--- src/rtl/mem_port_arbiter.sv ---
// Arbiter sharing one single-port 32-bit memory between a fetch port and a load/store port.
// Registered req/ack handshake per port, round-robin or fixed priority, with timeout and alignment errors.
module mem_port_arbiter #(
    parameter int ADDR_W     = 32,
    parameter int TIMEOUT    = 15,
    parameter int FIXED_PRIO = 0
) (
    input  logic              clk,
    input  logic              reset,
    input  logic              i_req,
    input  logic [ADDR_W-1:0] i_addr,
    output logic              i_ack,
    output logic [31:0]       i_rdata,
    output logic              i_err,
    input  logic              d_req,
    input  logic              d_we,
    input  logic [3:0]        d_be,
    input  logic [ADDR_W-1:0] d_addr,
    input  logic [31:0]       d_wdata,
    output logic              d_ack,
    output logic [31:0]       d_rdata,
    output logic              d_err,
    output logic              mem_req,
    output logic              mem_we,
    output logic [3:0]        mem_be,
    output logic [ADDR_W-1:0] mem_addr,
    output logic [31:0]       mem_wdata,
    input  logic [31:0]       mem_rdata,
    input  logic              mem_ready,
    output logic              busy
);

    localparam logic [1:0] S_IDLE = 2'd0;
    localparam logic [1:0] S_BUSY = 2'd1;
    localparam logic [1:0] S_RESP = 2'd2;

    // The counter is kept one bit wide when timeouts are disabled so it always has a legal width.
    localparam int CNT_W = (TIMEOUT > 0) ? $clog2(TIMEOUT + 1) : 1;
    localparam logic [CNT_W-1:0] CNT_LAST = (TIMEOUT > 0) ? CNT_W'(TIMEOUT - 1) : '0;

    logic [1:0]        state_q, state_d;
    logic              lastGrantD_q, lastGrantD_d;
    logic              ownerD_q, ownerD_d;
    logic [ADDR_W-1:0] addr_q, addr_d;
    logic              we_q, we_d;
    logic [3:0]        be_q, be_d;
    logic [31:0]       wdata_q, wdata_d;
    logic [CNT_W-1:0]  cnt_q, cnt_d;
    logic              memReq_q, memReq_d;
    logic              busy_q, busy_d;
    logic              iAck_q, iAck_d, iErr_q, iErr_d;
    logic              dAck_q, dAck_d, dErr_q, dErr_d;
    logic [31:0]       iRdata_q, iRdata_d, dRdata_q, dRdata_d;
    logic              grantD;
    logic [ADDR_W-1:0] grantAddr;

    always_comb begin
        state_d      = state_q;
        lastGrantD_d = lastGrantD_q;
        ownerD_d     = ownerD_q;
        addr_d       = addr_q;
        we_d         = we_q;
        be_d         = be_q;
        wdata_d      = wdata_q;
        cnt_d        = cnt_q;
        memReq_d     = memReq_q;
        iAck_d       = 1'b0;
        iErr_d       = 1'b0;
        iRdata_d     = '0;
        dAck_d       = 1'b0;
        dErr_d       = 1'b0;
        dRdata_d     = '0;
        grantD       = 1'b0;
        grantAddr    = i_addr;

        case (state_q)
            S_IDLE: begin
                if (i_req || d_req) begin
                    // On contention the port that did not win last time goes first, unless D has fixed priority.
                    grantD       = d_req && (!i_req || (FIXED_PRIO != 0) || !lastGrantD_q);
                    grantAddr    = grantD ? d_addr : i_addr;
                    ownerD_d     = grantD;
                    lastGrantD_d = grantD;
                    addr_d       = grantAddr;
                    we_d         = grantD && d_we;
                    be_d         = (grantD && d_we) ? d_be : 4'hF;
                    wdata_d      = grantD ? d_wdata : '0;
                    if (grantAddr[1:0] != 2'b00) begin
                        state_d = S_RESP;
                        iAck_d  = !grantD;
                        iErr_d  = !grantD;
                        dAck_d  = grantD;
                        dErr_d  = grantD;
                    end else begin
                        state_d  = S_BUSY;
                        memReq_d = 1'b1;
                        cnt_d    = '0;
                    end
                end
            end
            S_BUSY: begin
                if (mem_ready) begin
                    state_d  = S_RESP;
                    memReq_d = 1'b0;
                    iAck_d   = !ownerD_q;
                    dAck_d   = ownerD_q;
                    iRdata_d = ownerD_q ? '0 : mem_rdata;
                    dRdata_d = (ownerD_q && !we_q) ? mem_rdata : '0;
                end else if ((TIMEOUT != 0) && (cnt_q == CNT_LAST)) begin
                    state_d  = S_RESP;
                    memReq_d = 1'b0;
                    iAck_d   = !ownerD_q;
                    iErr_d   = !ownerD_q;
                    dAck_d   = ownerD_q;
                    dErr_d   = ownerD_q;
                end else if (cnt_q != '1) begin
                    cnt_d = cnt_q + 1'b1;
                end
            end
            S_RESP:  state_d = S_IDLE;
            default: state_d = S_IDLE;
        endcase

        busy_d = (state_d != S_IDLE);
    end

    always_ff @(posedge clk or posedge reset) begin
        if (reset) begin
            state_q      <= S_IDLE;
            lastGrantD_q <= 1'b1;
            ownerD_q     <= 1'b0;
            addr_q       <= '0;
            we_q         <= 1'b0;
            be_q         <= '0;
            wdata_q      <= '0;
            cnt_q        <= '0;
            memReq_q     <= 1'b0;
            busy_q       <= 1'b0;
            iAck_q       <= 1'b0;
            iErr_q       <= 1'b0;
            iRdata_q     <= '0;
            dAck_q       <= 1'b0;
            dErr_q       <= 1'b0;
            dRdata_q     <= '0;
        end else begin
            state_q      <= state_d;
            lastGrantD_q <= lastGrantD_d;
            ownerD_q     <= ownerD_d;
            addr_q       <= addr_d;
            we_q         <= we_d;
            be_q         <= be_d;
            wdata_q      <= wdata_d;
            cnt_q        <= cnt_d;
            memReq_q     <= memReq_d;
            busy_q       <= busy_d;
            iAck_q       <= iAck_d;
            iErr_q       <= iErr_d;
            iRdata_q     <= iRdata_d;
            dAck_q       <= dAck_d;
            dErr_q       <= dErr_d;
            dRdata_q     <= dRdata_d;
        end
    end

    assign i_ack     = iAck_q;
    assign i_err     = iErr_q;
    assign i_rdata   = iRdata_q;
    assign d_ack     = dAck_q;
    assign d_err     = dErr_q;
    assign d_rdata   = dRdata_q;
    assign mem_req   = memReq_q;
    assign mem_we    = we_q;
    assign mem_be    = be_q;
    assign mem_addr  = addr_q;
    assign mem_wdata = wdata_q;
    assign busy      = busy_q;

endmodule

--- config.mk ---
export PLATFORM = sky130hd
export DESIGN_NAME = mem_port_arbiter
export DESIGN_NICKNAME = d
export VERILOG_FILES = /design/src/rtl/mem_port_arbiter.sv
export SDC_FILE = /design/constraint.sdc
export NUM_CORES = 1
export LEC_CHECK = 0
export CAP_MARGIN = 0
export CORE_MARGIN = 3
export CORE_UTILIZATION = 36
export DETAILED_ROUTE_END_ITERATION = 10
export HOLD_SLACK_MARGIN = 0.08
export MAX_ROUTING_LAYER = met4
export PLACE_DENSITY = 0.76
export SLEW_MARGIN = 30
export SYNTH_ARGS = -nofsm -noshare
export SYNTH_HDL_FRONTEND = slang
export SYNTH_SLANG_ARGS = --single-unit
--- constraint.sdc ---
create_clock -name clk -period 5.3 [get_ports clk]
set_input_delay 1.06 -clock clk [delete_from_list [all_inputs] [get_ports clk]]
set_output_delay 1.06 -clock clk [all_outputs]
set_load 0.005 [all_outputs]
==> Yosys cells after proc, flatten, opt, wreduce, memory -nomap -nowiden <==
Index checks and enable logic that the tools add are counted.
{ "word_totals": {"output_inout_bits": 139, "wordCells": 82, "regBits": 147, "input_bits": 138} }
{ "classes": {"n_reduce_logical": 17, "n_eq_ne": 9, "muxes": 39, "n_addsub": 1} }
{ "op_table": {"columns": ["operator", "n"], "rows": [
  ["$mux 32", 8],
  ["$mux 4", 6],
  ["$mux 1", 14],
  ["$ne 2x2->1 const B", 5],
  ["$pmux 1 s2", 5],
  ["$mux 2", 4],
  ["$pmux 4 s2", 1],
  ["$reduce_and 6->1", 1],
  ["$reduce_bool 2->1", 3],
  ["$logic_not 1->1", 5],
  ["$add 4x1->4 const B", 1],
  ["$eq 4x4->1 const B", 1],
  ["$ne 4x4->1 const B", 1],
  ["$pmux 2 s2", 1],
  ["$reduce_and 4->1", 1],
  ["$logic_and 1x1->1", 3],
  ["$ne 3x3->1 const B", 1],
  ["$eq 2x1->1 const B", 1],
  ["$logic_not 2->1", 1],
  ["$logic_or 1x1->1", 2],
  ["$reduce_and 2->1", 1]
]} }

==> Longest topological paths before layout <==
{ "depth": {"depth_word": 9, "mapped_depth": 6} }

==> Worst setup path before layout <==
No wires, ideal clock.
{ "synth_path": {"path_kind": "input-to-reg", "startpoint": "in d_req", "endpoint": "reg wdata_q[0] (netlist: mem_wdata[0])", "cell_stages": 6, "required_time_ns": 5.179, "t_arrival_ns": 1.910, "path_buffers": 3, "slack_ns": 3.269, "path_cell_list": "a21boi_2 -> buf_6 -> and2_4 -> buf_6 -> buf_8 -> a22o_1"} }
{ "synth_between": {"elab_chain_len": 2, "elab_cells_between_ends": 4} }
{ "synth_rtl": {"columns": ["item", "line", "source"], "rows": [
  ["start, declared", "15", "input logic d_req,"],
  ["$logic_and 1x1->1 / $logic_or 1x1->1 (equally long branches)", "80, 78", null],
  ["$mux 32 / $reduce_and 2->1 (equally long branches)", null, null],
  ["end signal, assigned", "152", "wdata_q <= wdata_d;"],
  ["end, declared", "47", "logic [31:0] wdata_q, wdata_d;"]
]} }
Parallel ways exist; a longest one is shown, timed or not.
A chain may end at the register's enable or synchronous reset.

==> Worst setup path after layout <==
{ "layout_path": {"startpoint": "in d_req", "endpoint": "reg be_q[0] (netlist: mem_be[0])"} }
{ "layout_between": {"elab_chain_len": 3, "elab_cells_between_ends": 5} }
{ "layout_rtl": {"columns": ["item", "line", "source"], "rows": [
  ["$logic_and 1x1->1", "80", "grantD = d_req && (!i_req || (FIXED_PRIO != 0) || !lastGrantD_q);"],
  ["$logic_and 1x1->1", "86", "be_d = (grantD && d_we) ? d_be : 4'hF;"],
  ["$mux 4", "86", null],
  ["end signal, assigned", "134", "be_q <= '0;"],
  ["end signal, assigned", "151", "be_q <= be_d;"],
  ["end, declared", "46", "logic [3:0] be_q, be_d;"]
]} }
Parallel ways exist; a longest one is shown, timed or not.

==> results_dict.tcl <==
set metrics [dict create \
    status "completed" \
    grt_pass1_vias 4523 \
    row_count 44 \
    period_needed_ps 2970 \
    tightestPinTransition_ps 903 \
    finalHoldViolCount 0 \
    hold_slack_ps 480 \
    post_cts_resized 0 \
    core_mm2 0.0148 \
    arrival_ps 3260 \
    ioPinCount 277 \
    synth.cell_area_mm2 0.00552 \
    setup_violations 0 \
    finalWirelength_um 15700 \
    routed_via_density 4.81 \
    worst_path_max_delay_cell "a21boi_4" \
    path_max_fanout 33 \
    yosysTopAreaCell "dfrtp_1" \
    n_antenna_cell 0 \
    slew_violations 0 \
    critical_path.startpoint "d_req" \
    rsz0062_at_grt "false" \
    htreeDepth 4 \
    fin_nets 838 \
    initial_core_util_pct 37.4 \
    reg2reg_to "mem_be[0]$_DFFE_PP0P_" \
    fillers 1147 \
    synth_mux_area_share_pct 6.05 \
    ir_worst_vdd_v 0.000247 \
    yosysUniqueCellTypes 35 \
    synth-adder-area-share_pct 0.453 \
    hp-start "mem_addr[25]$_DFFE_PP0P_" \
    syn_avg_cell_area_um2 13.1 \
    insertion_delay_ps 410 \
    drive_gt1_share_pct 6.89 \
    cpPeakStageDelay_ps 770 \
    yosysSeqAreaShare_pct 66.7 \
    track_usage_pct 19.1 \
    area_growth_pct 63.0 \
    synth-edff-count 0 \
    yosys.area_share.simple_pct 12.1 \
    cts_setup_buffers 0 \
    hold_end "mem_addr[25]$_DFFE_PP0P_" \
    fmax_mhz 337 \
    post-place-cells 863 \
    grt_pass1_wl_um 24000 \
    grt_overflow 0 \
    synth_nets 562 \
    wl_met1_um 6460 \
    cts_tree "done" \
    cts_buffer_depth 2 \
    drc 0 \
    wire_per_inst_um 17.5 \
    finClkSkew_ps 5.00 \
    synth-seq-cells 147 \
    reg2reg_from "lastGrantD_q$_DFFE_PP1P_" \
    die_y_um 130 \
    crit_family "compound AO/OA/AOI/OAI gates" \
    hpwl_um 11600 \
    die_w_um 130 \
    hold_path_class "flop to flop" \
    crit_chain "clkdlybuf4s50_1, a21boi_4, and2_4, nand2_4, o22a_1" \
    ctsHoldBuffers 0 \
    yosys-top-cells-area "dfrtp_1 (66%), and2_1 (7.3%), mux2i_1 (5.8%)" \
    worstPathRequired_ps 5600 \
    reg2regPathDepth 4 \
    critPathBufInv 1 \
    cp-end-kind "flop" \
    synth_common_cells "dfrtp_1 (146), and2_1 (64), nand2_1 (45)" \
    synthArstFlopShare_pct 100 \
    final_cells 895 \
    cts_root_buf "clkbuf_16" \
    ant_nets 0 \
    clk_pin_slew_ps 60 \
    firstDrtPassIters 4 \
    synthFlopType "dfrtp_1" \
    synth.most_common_cell "dfrtp_1" \
    final_area_mm2 0.00900 \
    p_leak_nw 4.01 \
    fin_crit_sh_pct 56.0 \
    maxCapViolCount 0 \
    design.die.area_mm2 0.0169 \
    synth_top_family_by_area "simple AND/OR/NAND/NOR gates" \
    holdPathStages 2 \
    yosysWarnings 0 \
    powerDensity_mw_per_mm2 457 \
    regArea_mm2 0.00368 \
    synth-xor-area-share_pct 0 \
    startpoint_type "primary input" \
    wl_met3_um 1360 \
    finalSetupTns_ps 0 \
    gp_congestion 0.784 \
    antenna_found_initial 0 \
    syn_inst 422 \
    path_class "primary input to flop" \
    drt_iter0_markers 234 \
    synth_top_area_share_pct 66.2 \
    met2_length_um 7620 \
    reg2reg_slack_ps 3240 \
    cts_sinks 147 \
    synth_compound_area_share_pct 11.2 \
    multiInputGateArea_mm2 0.00166 \
    slew_headroom_pct 39.6 \
    num_vias 4301 \
    postPlaceCellArea_mm2 0.00840 \
    cts_buffers 17 \
    highest_layer "met4" \
    port_buffers 276 \
    grt_max_degree 111 \
]
[logic make-up (layout without fill, tap and decap cells)]
logic type                 count (synthesis)  after routing
and+or+nand+nor                          123            123
DFF                                      147            147
AOI/OAI and AO/OA                         88             88
muxes                                     33             33
adders and majority gates                  2              2
buffers and inverters                     29            318
[flip-flops by register name (all words and copies together) (netlist names)]
| signal | count |
|---|---|
| d_rdata | 32 |
| i_rdata | 32 |
| mem_addr | 32 |
| mem_wdata | 32 |
| cnt_q | 4 |
| mem_be | 4 |
| state_q | 2 |
| busy | 1 |
| d_ack | 1 |
| d_err | 1 |
| i_ack | 1 |
| i_err | 1 |
| lastGrantD_q | 1 |
| mem_req | 1 |
| mem_we | 1 |
| ownerD_q | 1 |
[final cells by class]
type | count | share of cell area [%]
Multi-Input combinational cell | 246 | 18.4
Timing Repair Buffer | 282 | 31.2
Inverter | 4 | 0.250
Tap cell | 184 | 2.56
Clock inverter | 15 | 1.91
Sequential cell | 147 | 40.9
Clock buffer | 17 | 4.73
[cell usage in the layout, fill, tap and decap left out, types with 2 or more instances in the layout]
| cell | instances |
|---|---|
| a22o_1 | 32 |
| clkbuf_16 | 17 |
| inv_1 | 3 |
| o211ai_1 | 2 |
| o21ai_1 | 2 |
| bufinv_16 | 2 |
| o21a_1 | 2 |
| mux2i_1 | 32 |
| clkdlybuf4s50_1 | 276 |
| clkinvlp_4 | 2 |
| buf_4 | 6 |
| o21ai_0 | 35 |
| nor2_1 | 3 |
| o32ai_1 | 5 |
| and2_1 | 64 |
| nor2_2 | 2 |
| o22ai_1 | 2 |
| nand2_1 | 45 |
| inv_8 | 4 |
| o22a_1 | 4 |
| inv_6 | 6 |
| clkinv_2 | 2 |
| a31oi_1 | 2 |
| ha_1 | 2 |
| dfrtp_1 | 146 |
[worst max path at each step]
| stage | slack, ps | cells past startpoint | to |
|---|---|---|---|
| after detailed placement | 1890 | 5 | mem_be[3]$_DFFE_PP0P_ |
| final | 2330 | 5 | mem_be[0]$_DFFE_PP0P_ |
| after floorplan | 290 | 1 | busy$_DFF_PP0_ |
| after global placement | 2030 | 5 | mem_be[2]$_DFFE_PP0P_ |
| after global routing | 2230 | 5 | mem_be[0]$_DFFE_PP0P_ |
| after CTS | 2330 | 5 | mem_be[0]$_DFFE_PP0P_ |
[layer usage]
layer,track usage [%],up-vias
li1,-,1996
met1,22.8,2047
met2,30.7,237
met3,6.18,21
met4,6.85,0
met5,-,-
[per-stage QoR]
step	power (mW)	worst slack (ps)	util, %
2_1_floorplan	2.11	290	-
3_5_place_dp	2.93	1890	56.9
6_report	4.11	2330	61.0
4_1_cts	4.16	2330	61.0
3_3_place_gp	2.89	2030	56.9
5_1_grt	4.35	2230	61.0
[power by group]
| part | internal [mW] | total (mW) | switching (mW) |
|---|---|---|---|
| logic | 0.773 | 1.30 | 0.523 |
| clock network | 0.710 | 1.20 | 0.494 |
| registers | 1.42 | 1.61 | 0.183 |
[tightest hold or removal path, stage by stage (launching register included)]
cell	delay [ps]
dfrtp_1	350
nand2_1	50
o21ai_0	60
(Power assumes the default switching activity.)
